File: config.mk
export PLATFORM = sky130hd
export DESIGN_NAME = fetch_unit
export DESIGN_NICKNAME = d
export VERILOG_FILES = /design/src/rtl/fetch_unit.sv
export SDC_FILE = /design/constraint.sdc
export NUM_CORES = 1
export LEC_CHECK = 0
export CORE_ASPECT_RATIO = 2
export CORE_MARGIN = 2
export CORE_UTILIZATION = 45
export CTS_CLUSTER_SIZE = 12
export DETAILED_ROUTE_END_ITERATION = 16
export PLACE_DENSITY = 0.73
export SYNTH_ARGS = -nofsm -noshare
export SYNTH_HDL_FRONTEND = slang
export SYNTH_SLANG_ARGS = --single-unit
File: constraint.sdc
create_clock -name CLK -period 9.3 [get_ports CLK]
set_input_delay 2.325 -clock CLK [delete_from_list [all_inputs] [get_ports CLK]]
set_output_delay 2.325 -clock CLK [all_outputs]
set_load 0.01 [all_outputs]
File: src/rtl/fetch_unit.sv
// Instruction-fetch stage: owns the PC, drives the instruction-memory address and
// buffers {PC, instruction, misaligned} entries toward decode over valid/ready.
module fetch_unit #(
  parameter logic [31:0] RESET_PC = 32'h0000_0000,
  parameter int          DEPTH    = 2,
  parameter logic [31:0] NOP_INST = 32'h0000_0013
) (
  input  logic        CLK,
  input  logic        RSTN,
  input  logic        Fetch_En,
  output logic [31:0] IMEM_Address,
  input  logic [31:0] IMEM_Instruction,
  input  logic        Redirect,
  input  logic [31:0] Redirect_PC,
  output logic        Out_Valid,
  input  logic        Out_Ready,
  output logic [31:0] Out_Instruction,
  output logic [31:0] Out_PC,
  output logic        Out_Misaligned
);

  localparam int AW = (DEPTH > 2) ? $clog2(DEPTH) : 1;
  localparam logic [AW:0] DEPTH_C = (AW+1)'(DEPTH);

  localparam logic [0:0] ST_RUN   = 1'b0;
  localparam logic [0:0] ST_FAULT = 1'b1;

  logic [31:0]   pc_q, pc_d;
  logic [0:0]    state_q, state_d;
  logic [AW:0]   count_q, count_d;
  logic [AW-1:0] wr_ptr_q, wr_ptr_d;
  logic [AW-1:0] rd_ptr_q, rd_ptr_d;

  logic [31:0] pc_mem   [DEPTH];
  logic [31:0] inst_mem [DEPTH];
  logic        mis_mem  [DEPTH];

  logic        pop, push, pc_misaligned;
  logic [31:0] wr_inst;

  assign IMEM_Address  = pc_q;
  assign pc_misaligned = |pc_q[1:0];

  assign Out_Valid = (count_q != '0);
  assign pop       = Out_Valid & Out_Ready;
  assign push      = (state_q == ST_RUN) & Fetch_En & ~Redirect &
                     ((count_q < DEPTH_C) | pop);
  assign wr_inst   = pc_misaligned ? NOP_INST : IMEM_Instruction;

  // Storage is not reset, so the head is gated to zero whenever the buffer is empty.
  assign Out_PC          = Out_Valid ? pc_mem[rd_ptr_q]   : '0;
  assign Out_Instruction = Out_Valid ? inst_mem[rd_ptr_q] : '0;
  assign Out_Misaligned  = Out_Valid & mis_mem[rd_ptr_q];

  always_comb begin
    // NOTE: every always_comb output gets a default first so no path can infer a latch.
    pc_d     = pc_q;
    state_d  = state_q;
    count_d  = count_q;
    wr_ptr_d = wr_ptr_q;
    rd_ptr_d = rd_ptr_q;

    if (Redirect) begin
      // The old head may still be popped this cycle; decode kills it downstream.
      pc_d     = Redirect_PC;
      state_d  = ST_RUN;
      count_d  = '0;
      wr_ptr_d = '0;
      rd_ptr_d = '0;
    end else begin
      if (push) begin
        wr_ptr_d = wr_ptr_q + 1'b1;
        if (pc_misaligned) begin
          state_d = ST_FAULT;
        end else begin
          pc_d = pc_q + 32'd4;
        end
      end
      if (pop) begin
        rd_ptr_d = rd_ptr_q + 1'b1;
      end
      case ({push, pop})
        2'b10:   count_d = count_q + 1'b1;
        2'b01:   count_d = count_q - 1'b1;
        default: count_d = count_q;
      endcase
    end
  end

  // NOTE: sequential state uses non-blocking assignments so all registers update together.
  always_ff @(posedge CLK or negedge RSTN) begin
    if (!RSTN) begin
      pc_q     <= RESET_PC;
      state_q  <= ST_RUN;
      count_q  <= '0;
      wr_ptr_q <= '0;
      rd_ptr_q <= '0;
    end else begin
      pc_q     <= pc_d;
      state_q  <= state_d;
      count_q  <= count_d;
      wr_ptr_q <= wr_ptr_d;
      rd_ptr_q <= rd_ptr_d;
    end
  end

  // NOTE: the buffer array has no reset; validity is tracked solely by count_q.
  always_ff @(posedge CLK) begin
    if (push) begin
      pc_mem[wr_ptr_q]   <= pc_q;
      inst_mem[wr_ptr_q] <= wr_inst;
      mis_mem[wr_ptr_q]  <= pc_misaligned;
    end
  end

endmodule

==> results of run 1 <==
synthesized netlist by cell type (all sizes together), types with 3 or more instances:
cell | n | share of area
nand2b | 4 | 0.0035
nor2b | 3 | 0.0026
clkbuf | 24 | 0.012
nor4 | 3 | 0.0026
mux2i | 66 | 0.091
buf | 9 | 0.0069
nand3 | 13 | 0.0090
inv | 5 | 0.0026
o31ai | 11 | 0.011
or3 | 11 | 0.0095
and2 | 30 | 0.026
nor2 | 90 | 0.047
or4 | 12 | 0.013
and3 | 5 | 0.0045
xor2 | 5 | 0.0060
and4 | 5 | 0.0062
nand4 | 10 | 0.011
dfrtp | 37 | 0.13
o31a | 5 | 0.0062
a31oi | 15 | 0.013
a211oi | 3 | 0.0031
o21ai | 14 | 0.0097
a21oi | 4 | 0.0028
nand2 | 18 | 0.0093
edfxtp | 130 | 0.54
nor3 | 5 | 0.0035
worst reg2reg max path, stage by stage (launching register included):
cell                      delay [ns]
sky130_fd_sc_hd__dfrtp_1        0.42
sky130_fd_sc_hd__nor3b_4        0.36
sky130_fd_sc_hd__nand4_1        0.82
sky130_fd_sc_hd__or4_2          0.87
sky130_fd_sc_hd__a31oi_1        0.19
worst paths after layout:
check	startpoint	endpoint	slack, ns
worst max-delay path	rd_ptr_q	Out_PC[9]	4.33
worst min-delay path	IMEM_Address[31]	pc_mem[0][31]	0.56
worst min register to register	IMEM_Address[31]	pc_mem[0][31]	0.56
max in group asynchronous	RSTN	rd_ptr_q	6.63
min in group asynchronous	RSTN	IMEM_Address[15]	2.02
worst max register to register	state_q	IMEM_Address[15]	6.57
metal layers:
metal	global-route usage	share of wire	vias up
met5	0	0	-
met3	0.0422	0.041	30
met2	0.376	0.57	158
met1	0.207	0.36	2471
met4	0.0823	0.028	0
li1	-	-	2374
kinds of logic after synthesis:
family                     after synthesis
and+or+nand+nor                        212
DFF                                    167
muxes                                   68
AOI/OAI and AO/OA                       61
buffers and inverters                   38
xor gates and xnor gates                 6
adders and majority gates                1
area by class of cell:
cell class              count  area [um2]
repair buffers            170        1690
inverters                   5        18.8
well taps                 201         251
fillers                  1262        6130
clock inverters            14         141
clock buffers              18         429
multi-input cells         348        2290
flip-flops and latches    167        4830
sequential cells by signal, indices dropped and copies added, names as in the netlist:
name and cells:
inst_mem 64, pc_mem 64, IMEM_Address 32, count_q 2
mis_mem 2, rd_ptr_q 1, state_q 1, wr_ptr_q 1
per-stage QoR:
| step | instance area, um2 | power [mW] | std cells | hold WS [ns] |
|---|---|---|---|---|
| floorplan | 7250 | 1.04 | 553 | 0.474 |
| global placement | 9080 | 1.18 | 891 | 0.538 |
| detailed placement | 9080 | 1.19 | 891 | 0.562 |
| CTS | 9650 | 1.86 | 923 | 0.580 |
| global route | 9650 | 1.91 | 923 | 0.591 |
| finish | 9650 | 1.84 | 923 | 0.565 |
cells in the final DEF (no fill, tap or decap), types with 11 or more instances in the layout:
cell type,count
sky130_fd_sc_hd__a31oi_1,15
sky130_fd_sc_hd__and2_1,30
sky130_fd_sc_hd__clkbuf_16,17
sky130_fd_sc_hd__clkdlybuf4s50_1,165
sky130_fd_sc_hd__dfrtp_1,36
sky130_fd_sc_hd__edfxtp_1,130
sky130_fd_sc_hd__mux2i_1,66
sky130_fd_sc_hd__nand2_1,18
sky130_fd_sc_hd__nand3_1,13
sky130_fd_sc_hd__nor2_1,87
sky130_fd_sc_hd__o21ai_0,14
sky130_fd_sc_hd__o31ai_1,11
sky130_fd_sc_hd__or3_1,11
power by group:
part	internal, mW	switching [mW]	total [mW]
Combinational	0.143	0.120	0.263
Clock	0.375	0.296	0.671
Sequential	0.857	0.0518	0.909
==> PnR_summary.wiki, run 1 <==
{| class="wikitable"
! Metric !! Value
|-
| Count of flip-flops with a built-in enable after synthesis || 130
|-
| Number of sinks handled by clock tree synthesis || 167
|-
| Routed wirelength normalized by instance count || 18.2 um
|-
| Initial cell density of the core || 0.460
|-
| Top achievable clock speed || 201 MHz
|-
| Pin count of the biggest net entering global routing || 67
|-
| Dominant combinational cell family by area after synthesis || simple AND/OR/NAND/NOR gates
|-
| Overall die width || 93.8 um
|-
| Setup fix buffers added after clock tree synthesis || 0
|-
| Post-synth cell types || 48
|-
| Logic depth of the worst path, buffers included || 3
|-
| Post-Synthesis Cell Area || 0.00725 mm2
|-
| Setup slack after layout || 4.33 ns
|-
| Arrival time worst endpoint || 2.64 ns
|-
| Peak fanout along the critical path || 66
|-
| Setup Skew || 0.00887 ns
|-
| Synthesized area per cell || 13.1 um2
|-
| Clk_lat worst skew || 0.42 ns
|-
| Total half-perimeter wirelength after legalization and detailed placement || 11,100 um
|-
| Category of the critical setup timing path || reg -> out
|-
| Count of buffers inserted at the top-level ports || 166
|-
| Fraction of layout instances using a drive strength above 1 || 0.0720
|-
| Worst slew slack as a fraction of its limit || 0.212
|-
| Count of antenna-violating nets left after detailed routing || 0
|-
| Multiplexer share of the synthesized area || 0.0942
|-
| CP startpoint kind || flip-flop
|-
| Count of vias placed by the detailed router || 5,033
|-
| Fraction of the yosys area taken by sequential cells || 0.666
|-
| Number of global-route vias before repair || 5,099
|-
| Post-Synthesis Net Count || 623
|-
| First-pass iteration count of the detailed router || 5
|-
| Area growth syn-to-layout || 33.0%
|-
| Routed Wire Length || 16,800 um
|-
| Number of maximum-capacitance violations || 0
|-
| Tightest Hold Check Type || reg -> reg
|-
| Final core occ || 0.611
|-
| Buffer levels on the longest clock path || 2
|-
| Initial DRC Count || 341
|-
| DR vias/cell || 5.45
|-
| Clock tree from TritonCTS || done
|-
| Synth Area in Compound Gates || 0.0568
|-
| Ordered cell list for the critical path || mux2i_1 -> nor2_1 -> clkdlybuf4s50_1
|-
| Final global-route overflow total || 0
|-
| Critical path capture point type || output port
|-
| Total clock buffers created by CTS || 17
|-
| CP Data Required Time || 6.98 ns
|-
| Num rows || 65
|-
| Total track usage || 0.199
|-
| Worst slew pin tran || 1.18 ns
|-
| Flop and latch count out of synthesis || 167
|-
| Share of the synthesized netlist area taken by xor and xnor gates || 0.00725
|-
| Global-route wire length before repair || 26,000 um
|-
| Unrepaired setup endpoints after global routing || false
|-
| # hold bufs at CTS || 0
|-
| Worst supply voltage drop on vdd || 149 uV
|-
| Family with the most delay on the worst path || flip-flops
|-
| Share of flip-flops with an asynchronous set or reset || 0.222
|-
| Period utilization || 0.534
|-
| PD cells || 191 mW/mm2
|-
| Number of remaining DRC errors || 0
|-
| Main synth FF type || sky130_fd_sc_hd__edfxtp_1
|-
| Depth of the worst hold-timing path || 0
|-
| PostCTS Resize Cnt || 0
|-
| Clock Tree Root || sky130_fd_sc_hd__clkbuf_16
|-
| Area share of fa/ha/maj cells after synthesis || 0.00173
|-
| Outcome || finished clean
|-
| Length in cells of the worst reg-to-reg path || 4
|-
| Diode count || 0
|-
| Number of top-level pins || 167
|-
| Clock transition at the register clock pins on the worst setup and hold paths after CTS || 0.07 ns
|-
| Yosys synthesis warning count || 0
|-
| Number of antenna violations at the first check in global routing || 0
|-
| Worst path slowest cell || sky130_fd_sc_hd__dfrtp_4
|-
| # nets final || 779
|-
| Slowest Stage Delay on Critical Path || 1.20 ns
|-
| Final hold violations || 0
|-
| Final estimated routing congestion in global placement || 0.773
|-
| Final count of negative-setup-slack endpoints || 0
|-
| Crit path buf inv count || 1
|-
| H-tree levels || 4
|-
| Instance count of the mapped netlist || 553
|-
| Worst setup slack before clock tree synthesis || 3.98 ns
|-
| Sum of negative setup slack || 0 ns
|-
| Fin crit period || 4.97 ns
|-
| Die Footprint || 0.0172 mm2
|-
| Number of max-slew violations in the final report || 0
|-
| Floorplan core area || 0.0158 mm2
|-
| Simple-Gate Fraction of Synth Area || 0.152
|-
| Cell leakage power || 3.22 nW
|-
| Die span in y || 184 um
|}
Note: power is estimated with default switching activity, not from simulation.
==> run 2: changes to the inputs <==
==> constraint.sdc (replaced) <==
create_clock -name CLK -period 4.8 [get_ports CLK]
set_input_delay 1.2 -clock CLK [delete_from_list [all_inputs] [get_ports CLK]]
set_output_delay 1.2 -clock CLK [all_outputs]
set_load 0.01 [all_outputs]
==> PnR_summary.wiki, run 2 (synthesized netlist as in run 1, its figures left out) <==
{| class="wikitable"
! Metric !! Value
|-
| Outcome || finished clean (unchanged)
|-
| Die Footprint || 0.0172 mm2 (unchanged)
|-
| Initial cell density of the core || 0.460 (unchanged)
|-
| # hold bufs at CTS || 0 (unchanged)
|-
| Setup Skew || 0.0112 ns (was 0.00887 ns)
|-
| Family with the most delay on the worst path || flip-flops (unchanged)
|-
| Count of buffers inserted at the top-level ports || 166 (unchanged)
|-
| Number of maximum-capacitance violations || 0 (unchanged)
|-
| Area growth syn-to-layout || 33.2% (was 33.0%)
|-
| PD cells || 367 mW/mm2 (was 191 mW/mm2)
|-
| DR vias/cell || 5.45 (about the same)
|-
| Final count of negative-setup-slack endpoints || 0 (unchanged)
|-
| Count of vias placed by the detailed router || 5,054 (was 5,033)
|-
| H-tree levels || 4 (unchanged)
|-
| Number of top-level pins || 167 (unchanged)
|-
| Total track usage || 0.205 (was 0.199)
|-
| Number of global-route vias before repair || 5,225 (was 5,099)
|-
| Clock transition at the register clock pins on the worst setup and hold paths after CTS || 0.06 ns (was 0.07 ns)
|-
| PostCTS Resize Cnt || 0 (unchanged)
|-
| Top library cells by usage in the layout, fill and taps aside || sky130_fd_sc_hd__clkdlybuf4s50_1 (165), sky130_fd_sc_hd__edfxtp_1 (130), sky130_fd_sc_hd__nor2_1 (87), sky130_fd_sc_hd__mux2i_1 (66), sky130_fd_sc_hd__dfrtp_1 (36) (unchanged)
|-
| Setup fix buffers added after clock tree synthesis || 0 (unchanged)
|-
| Clock tree from TritonCTS || done (unchanged)
|-
| Number of max-slew violations in the final report || 0 (unchanged)
|-
| Tightest Hold Check Type || reg -> reg (unchanged)
|-
| Filler instances || 1,256 (was 1,262)
|-
| Routed wirelength normalized by instance count || 18.7 um (was 18.2 um)
|-
| Routed Wire Length || 17,300 um (was 16,800 um)
|-
| Top achievable clock speed || 264 MHz
|-
| Setup slack after layout || 1.01 ns (was 4.33 ns)
|-
| Slowest Stage Delay on Critical Path || 0.93 ns (was 1.20 ns)
|-
| DP Cell Count || 895 (was 891)
|-
| CP Data Required Time || 3.60 ns (was 6.98 ns)
|-
| Final global-route overflow total || 0 (unchanged)
|-
| Num rows || 65 (unchanged)
|-
| Final hold violations || 0 (unchanged)
|-
| Power Total || 3.55 mW (was 1.84 mW)
|-
| Worst path slowest cell || sky130_fd_sc_hd__dfrtp_4 (unchanged)
|-
| Arrival time worst endpoint || 2.59 ns (was 2.64 ns)
|-
| Global-route wire length before repair || 26,900 um (was 26,000 um)
|-
| Worst supply voltage drop on vdd || 265 uV (was 149 uV)
|-
| Fraction of layout instances using a drive strength above 1 || 0.0745 (was 0.0720)
|-
| # nets final || 783 (was 779)
|-
| Total clock buffers created by CTS || 17 (unchanged)
|-
| Storage cell area || 0.00483 mm2 (unchanged)
|-
| Critical path capture point type || output port (unchanged)
|-
| Die span in y || 184 um (unchanged)
|-
| Cell leakage power || 3.23 nW (was 3.22 nW)
|-
| Final estimated routing congestion in global placement || 0.784 (was 0.773)
|-
| Ordered cell list for the critical path || buf_4 -> mux2i_1 -> nor2_1 -> clkdlybuf4s50_1 (was mux2i_1 -> nor2_1 -> clkdlybuf4s50_1)
|-
| Number of antenna violations at the first check in global routing || 1 (was 0)
|-
| Buffer levels on the longest clock path || 2 (unchanged)
|-
| Period utilization || 0.789
|-
| Worst setup slack before clock tree synthesis || 1.39 ns (was 3.98 ns)
|-
| Sum of negative setup slack || 0 ns (unchanged)
|-
| Non-Filler Instances || 927 (was 923)
|-
| Multi-input gate area || 0.00229 mm2 (unchanged)
|-
| Unrepaired setup endpoints after global routing || false (unchanged)
|-
| Total half-perimeter wirelength after legalization and detailed placement || 11,600 um (was 11,100 um)
|-
| Category of the critical setup timing path || reg -> out (unchanged)
|-
| Crit path buf inv count || 2 (was 1)
|-
| Number of remaining DRC errors || 0 (unchanged)
|-
| Count of antenna-violating nets left after detailed routing || 0 (unchanged)
|-
| First-pass iteration count of the detailed router || 4 (was 5)
|-
| Final core occ || 0.612 (was 0.611)
|-
| Clock Tree Root || sky130_fd_sc_hd__clkbuf_16 (unchanged)
|-
| Pin count of the biggest net entering global routing || 66 (was 67)
|-
| Peak fanout along the critical path || 43 (was 66)
|-
| Initial DRC Count || 262 (was 341)
|-
| Number of sinks handled by clock tree synthesis || 167 (unchanged)
|-
| Worst slew pin tran || 0.930 ns (was 1.18 ns)
|-
| CP startpoint kind || flip-flop (unchanged)
|-
| Floorplan core area || 0.0158 mm2 (unchanged)
|-
| Most frequent standard cell in the layout excluding fill and tap cells || sky130_fd_sc_hd__clkdlybuf4s50_1 (unchanged)
|-
| Overall die width || 93.8 um (unchanged)
|-
| Fin crit period || 3.79 ns
|-
| Clk_lat worst skew || 0.42 ns (about the same)
|-
| Worst slew slack as a fraction of its limit || 0.380 (was 0.212)
|}
## run 2: cell count changes in the layout (fill, tap and decap cells not counted)
cell / delta
sky130_fd_sc_hd__buf_4: +4
sky130_fd_sc_hd__clkinv_1: +1
sky130_fd_sc_hd__diode_2: +1
sky130_fd_sc_hd__inv_8: -1
sky130_fd_sc_hd__clkinv_4: -3
sky130_fd_sc_hd__clkinvlp_4: +2
## run 2: layout make-up
cell class,instances,area share
diodes,1,0.000259
clock buffers,18,0.0444
clock inverters,13,0.0127
inverters,5,0.00194
multi-input cells,348,0.237
flip-flops and latches,167,0.500
well taps,201,0.0260
repair buffers,174,0.178
## run 2: worst paths after layout
kind | startpoint | end | slack [ns] | cells past startpoint
max | rd_ptr_q | Out_Instruction[29] | 1.01 | 4
min | IMEM_Address[31] | pc_mem[0][31] | 0.58 | 0
max reg2reg | IMEM_Address[5] | IMEM_Address[25] | 2.49 | 4
min reg2reg | IMEM_Address[31] | pc_mem[0][31] | 0.58 | 0
max in group asynchronous | RSTN | rd_ptr_q | 3.23 | 1
min in group asynchronous | RSTN | IMEM_Address[16] | 0.90 | 1
## run 2: where the power goes
part / switching [mW] / internal (mW)
combinational: 0.247 / 0.277
clock: 0.555 / 0.716
sequential: 0.0920 / 1.66
total: 0.894 / 2.65
## run 2: stage by stage
stage | cell area (um2) | hold WS, ns
after floorplan | 7250 | 0.493
after global placement | 9110 | 0.533
after detailed placement | 9110 | 0.553
after CTS | 9660 | 0.570
after global routing | 9660 | 0.592
final | 9660 | 0.579
## run 2: per-layer routing
layer	global-route usage	part of all wire	vias to the layer above
met4	0.0835	0.023	0
met1	0.217	0.37	2514
met3	0.0324	0.033	23
met2	0.393	0.57	132
met5	0	0	-
li1	-	-	2385
==> run 3: changes to the inputs <==
==> constraint.sdc (replaced) <==
create_clock -name CLK -period 3.55 [get_ports CLK]
set_input_delay 0.8875 -clock CLK [delete_from_list [all_inputs] [get_ports CLK]]
set_output_delay 0.8875 -clock CLK [all_outputs]
set_load 0.01 [all_outputs]
==> PnR_summary.wiki, run 3 (synthesized netlist as in run 1, its figures left out) <==
{| class="wikitable"
! Metric !! Value
|-
| Count of buffers inserted at the top-level ports || 166 (unchanged)
|-
| First-pass iteration count of the detailed router || 4 (unchanged)
|-
| Count of vias placed by the detailed router || 5,040 (was 5,054)
|-
| Arrival time worst endpoint || 2.43 ns (was 2.59 ns)
|-
| Worst slew slack as a fraction of its limit || 0.412 (was 0.380)
|-
| Setup Skew || 0.00972 ns (was 0.0112 ns)
|-
| Initial DRC Count || 251 (was 262)
|-
| Outcome || finished clean (unchanged)
|-
| Clk_lat worst skew || 0.42 ns (about the same)
|-
| Worst supply voltage drop on vdd || 317 uV (was 265 uV)
|-
| Total track usage || 0.204 (was 0.205)
|-
| Worst slew pin tran || 0.883 ns (was 0.930 ns)
|-
| Count of antenna-violating nets left after detailed routing || 0 (unchanged)
|-
| Placed instance area || 0.00919 mm2 (was 0.00911 mm2)
|-
| Number of maximum-capacitance violations || 0 (unchanged)
|-
| Setup fix buffers added after clock tree synthesis || 0 (unchanged)
|-
| Area growth syn-to-layout || 35.2% (was 33.2%)
|-
| Pin count of the biggest net entering global routing || 68 (was 66)
|-
| H-tree levels || 4 (unchanged)
|-
| Total half-perimeter wirelength after legalization and detailed placement || 11,700 um (was 11,600 um)
|-
| Cell area after layout || 0.00980 mm2 (was 0.00966 mm2)
|-
| Diode count || 0 (was 1)
|-
| Top achievable clock speed || 301 MHz
|-
| Global-route wire length before repair || 26,800 um (was 26,900 um)
|-
| Unrepaired setup endpoints after global routing || false (unchanged)
|-
| Sum of negative setup slack || 0 ns (unchanged)
|-
| PostCTS Resize Cnt || 0 (unchanged)
|-
| # nets final || 787 (was 783)
|-
| Routed Wire Length || 17,300 um (about the same)
|-
| Number of remaining DRC errors || 0 (unchanged)
|-
| Number of max-slew violations in the final report || 0 (unchanged)
|-
| Initial cell density of the core || 0.460 (unchanged)
|-
| Final global-route overflow total || 0 (unchanged)
|-
| Most frequent standard cell in the layout excluding fill and tap cells || sky130_fd_sc_hd__clkdlybuf4s50_1 (unchanged)
|-
| Floorplan core area || 0.0158 mm2 (unchanged)
|-
| Number of antenna violations at the first check in global routing || 0 (was 1)
|-
| Overall die width || 93.8 um (unchanged)
|-
| Peak fanout along the critical path || 24 (was 43)
|-
| Number of global-route vias before repair || 5,143 (was 5,225)
|-
| Clock Tree Root || sky130_fd_sc_hd__clkbuf_16 (unchanged)
|-
| Num rows || 65 (unchanged)
|-
| Fraction of layout instances using a drive strength above 1 || 0.0823 (was 0.0745)
|-
| Die span in y || 184 um (unchanged)
|-
| Final core occ || 0.621 (was 0.612)
|-
| Total clock buffers created by CTS || 17 (unchanged)
|-
| CP Data Required Time || 2.66 ns (was 3.60 ns)
|-
| Cell leakage power || 3.30 nW (was 3.23 nW)
|-
| Routed wirelength normalized by instance count || 18.6 um (was 18.7 um)
|-
| Power Total || 5.01 mW (was 3.55 mW)
|-
| Clock transition at the register clock pins on the worst setup and hold paths after CTS || 0.07 ns (was 0.06 ns)
|-
| Number of top-level pins || 167 (unchanged)
|-
| DR vias/cell || 5.42 (was 5.45)
|-
| Die Footprint || 0.0172 mm2 (unchanged)
|-
| Category of the critical setup timing path || reg -> out (unchanged)
|-
| # hold bufs at CTS || 0 (unchanged)
|-
| Final hold violations || 0 (unchanged)
|-
| Top library cells by usage in the layout, fill and taps aside || sky130_fd_sc_hd__clkdlybuf4s50_1 (165), sky130_fd_sc_hd__edfxtp_1 (130), sky130_fd_sc_hd__nor2_1 (87), sky130_fd_sc_hd__mux2i_1 (66), sky130_fd_sc_hd__dfrtp_1 (36) (unchanged)
|-
| Number of sinks handled by clock tree synthesis || 167 (unchanged)
|-
| PD cells || 511 mW/mm2 (was 367 mW/mm2)
|-
| Buffer levels on the longest clock path || 2 (unchanged)
|-
| Critical path capture point type || output port (unchanged)
|-
| Clock tree from TritonCTS || done (unchanged)
|-
| Tightest Hold Check Type || reg -> reg (unchanged)
|-
| Fin crit period || 3.32 ns
|-
| Final estimated routing congestion in global placement || 0.817 (was 0.784)
|-
| Final count of negative-setup-slack endpoints || 0 (unchanged)
|-
| Period utilization || 0.934
|-
| CP startpoint kind || flip-flop (unchanged)
|}
## run 3: cell count changes in the layout (fill, tap and decap cells not counted)
cell                         previous run  this run
sky130_fd_sc_hd__clkinv_8               0         1
sky130_fd_sc_hd__clkbuf_1               1         0
sky130_fd_sc_hd__buf_12                 0         4
sky130_fd_sc_hd__clkinv_1               1         0
sky130_fd_sc_hd__diode_2                1         0
sky130_fd_sc_hd__inv_8                  0         1
sky130_fd_sc_hd__bufinv_16              1         3
sky130_fd_sc_hd__clkinvlp_4             6         4
## run 3: power by group
part	internal, mW	switching (mW)	total (mW)	leakage, nW
Combinational	0.386	0.346	0.732	1.39
Clock	1.12	0.791	1.91	0.288
Sequential	2.24	0.115	2.36	1.62
Total	3.75	1.25	5.01	3.30
## run 3: worst max-delay path: stages (launching register included)
cell and delay [ns]:
sky130_fd_sc_hd__dfrtp_4 0.72, sky130_fd_sc_hd__buf_4 0.39, sky130_fd_sc_hd__mux2i_1 0.12, sky130_fd_sc_hd__nor2_1 0.20, sky130_fd_sc_hd__clkdlybuf4s50_1 0.57
## run 3: layer usage
metal | wire length (um) | GRT usage | up-vias
li1 | - | - | 2393
met3 | 775 | 0.0373 | 26
met1 | 6310 | 0.224 | 2461
met4 | 399 | 0.0817 | 0
met2 | 9850 | 0.380 | 160
met5 | 0 | 0 | -
## run 3: path summary, 6_finish.rpt
check	startpoint	to	slack (ns)	cells after the start
worst max-delay path	rd_ptr_q	Out_PC[27]	0.23	4
worst min-delay path	IMEM_Address[31]	pc_mem[1][31]	0.51	0
worst max register to register	IMEM_Address[2]	IMEM_Address[28]	1.28	5
worst min register to register	IMEM_Address[31]	pc_mem[1][31]	0.51	0
max in group asynchronous	RSTN	rd_ptr_q	2.31	1
min in group asynchronous	RSTN	IMEM_Address[14]	0.59	1
## run 3: stage by stage
stage               hold WS [ns]  worst slack (ns)  std cells
global placement           0.491             0.631        899
floorplan                  0.532            0.0722        553
global route               0.544             0.150        930
finish                     0.508             0.233        930
CTS                        0.518             0.197        930
detailed placement         0.500             0.586        899
## run 3: cell type report
cell class / count / area [um2]
clock buffers: 17 / 425
clock inverters: 14 / 191
fillers: 1225 / 5970
inverters: 5 / 18.8
multi-input cells: 348 / 2290
flip-flops and latches: 167 / 4830
well taps: 201 / 251
repair buffers: 178 / 1800
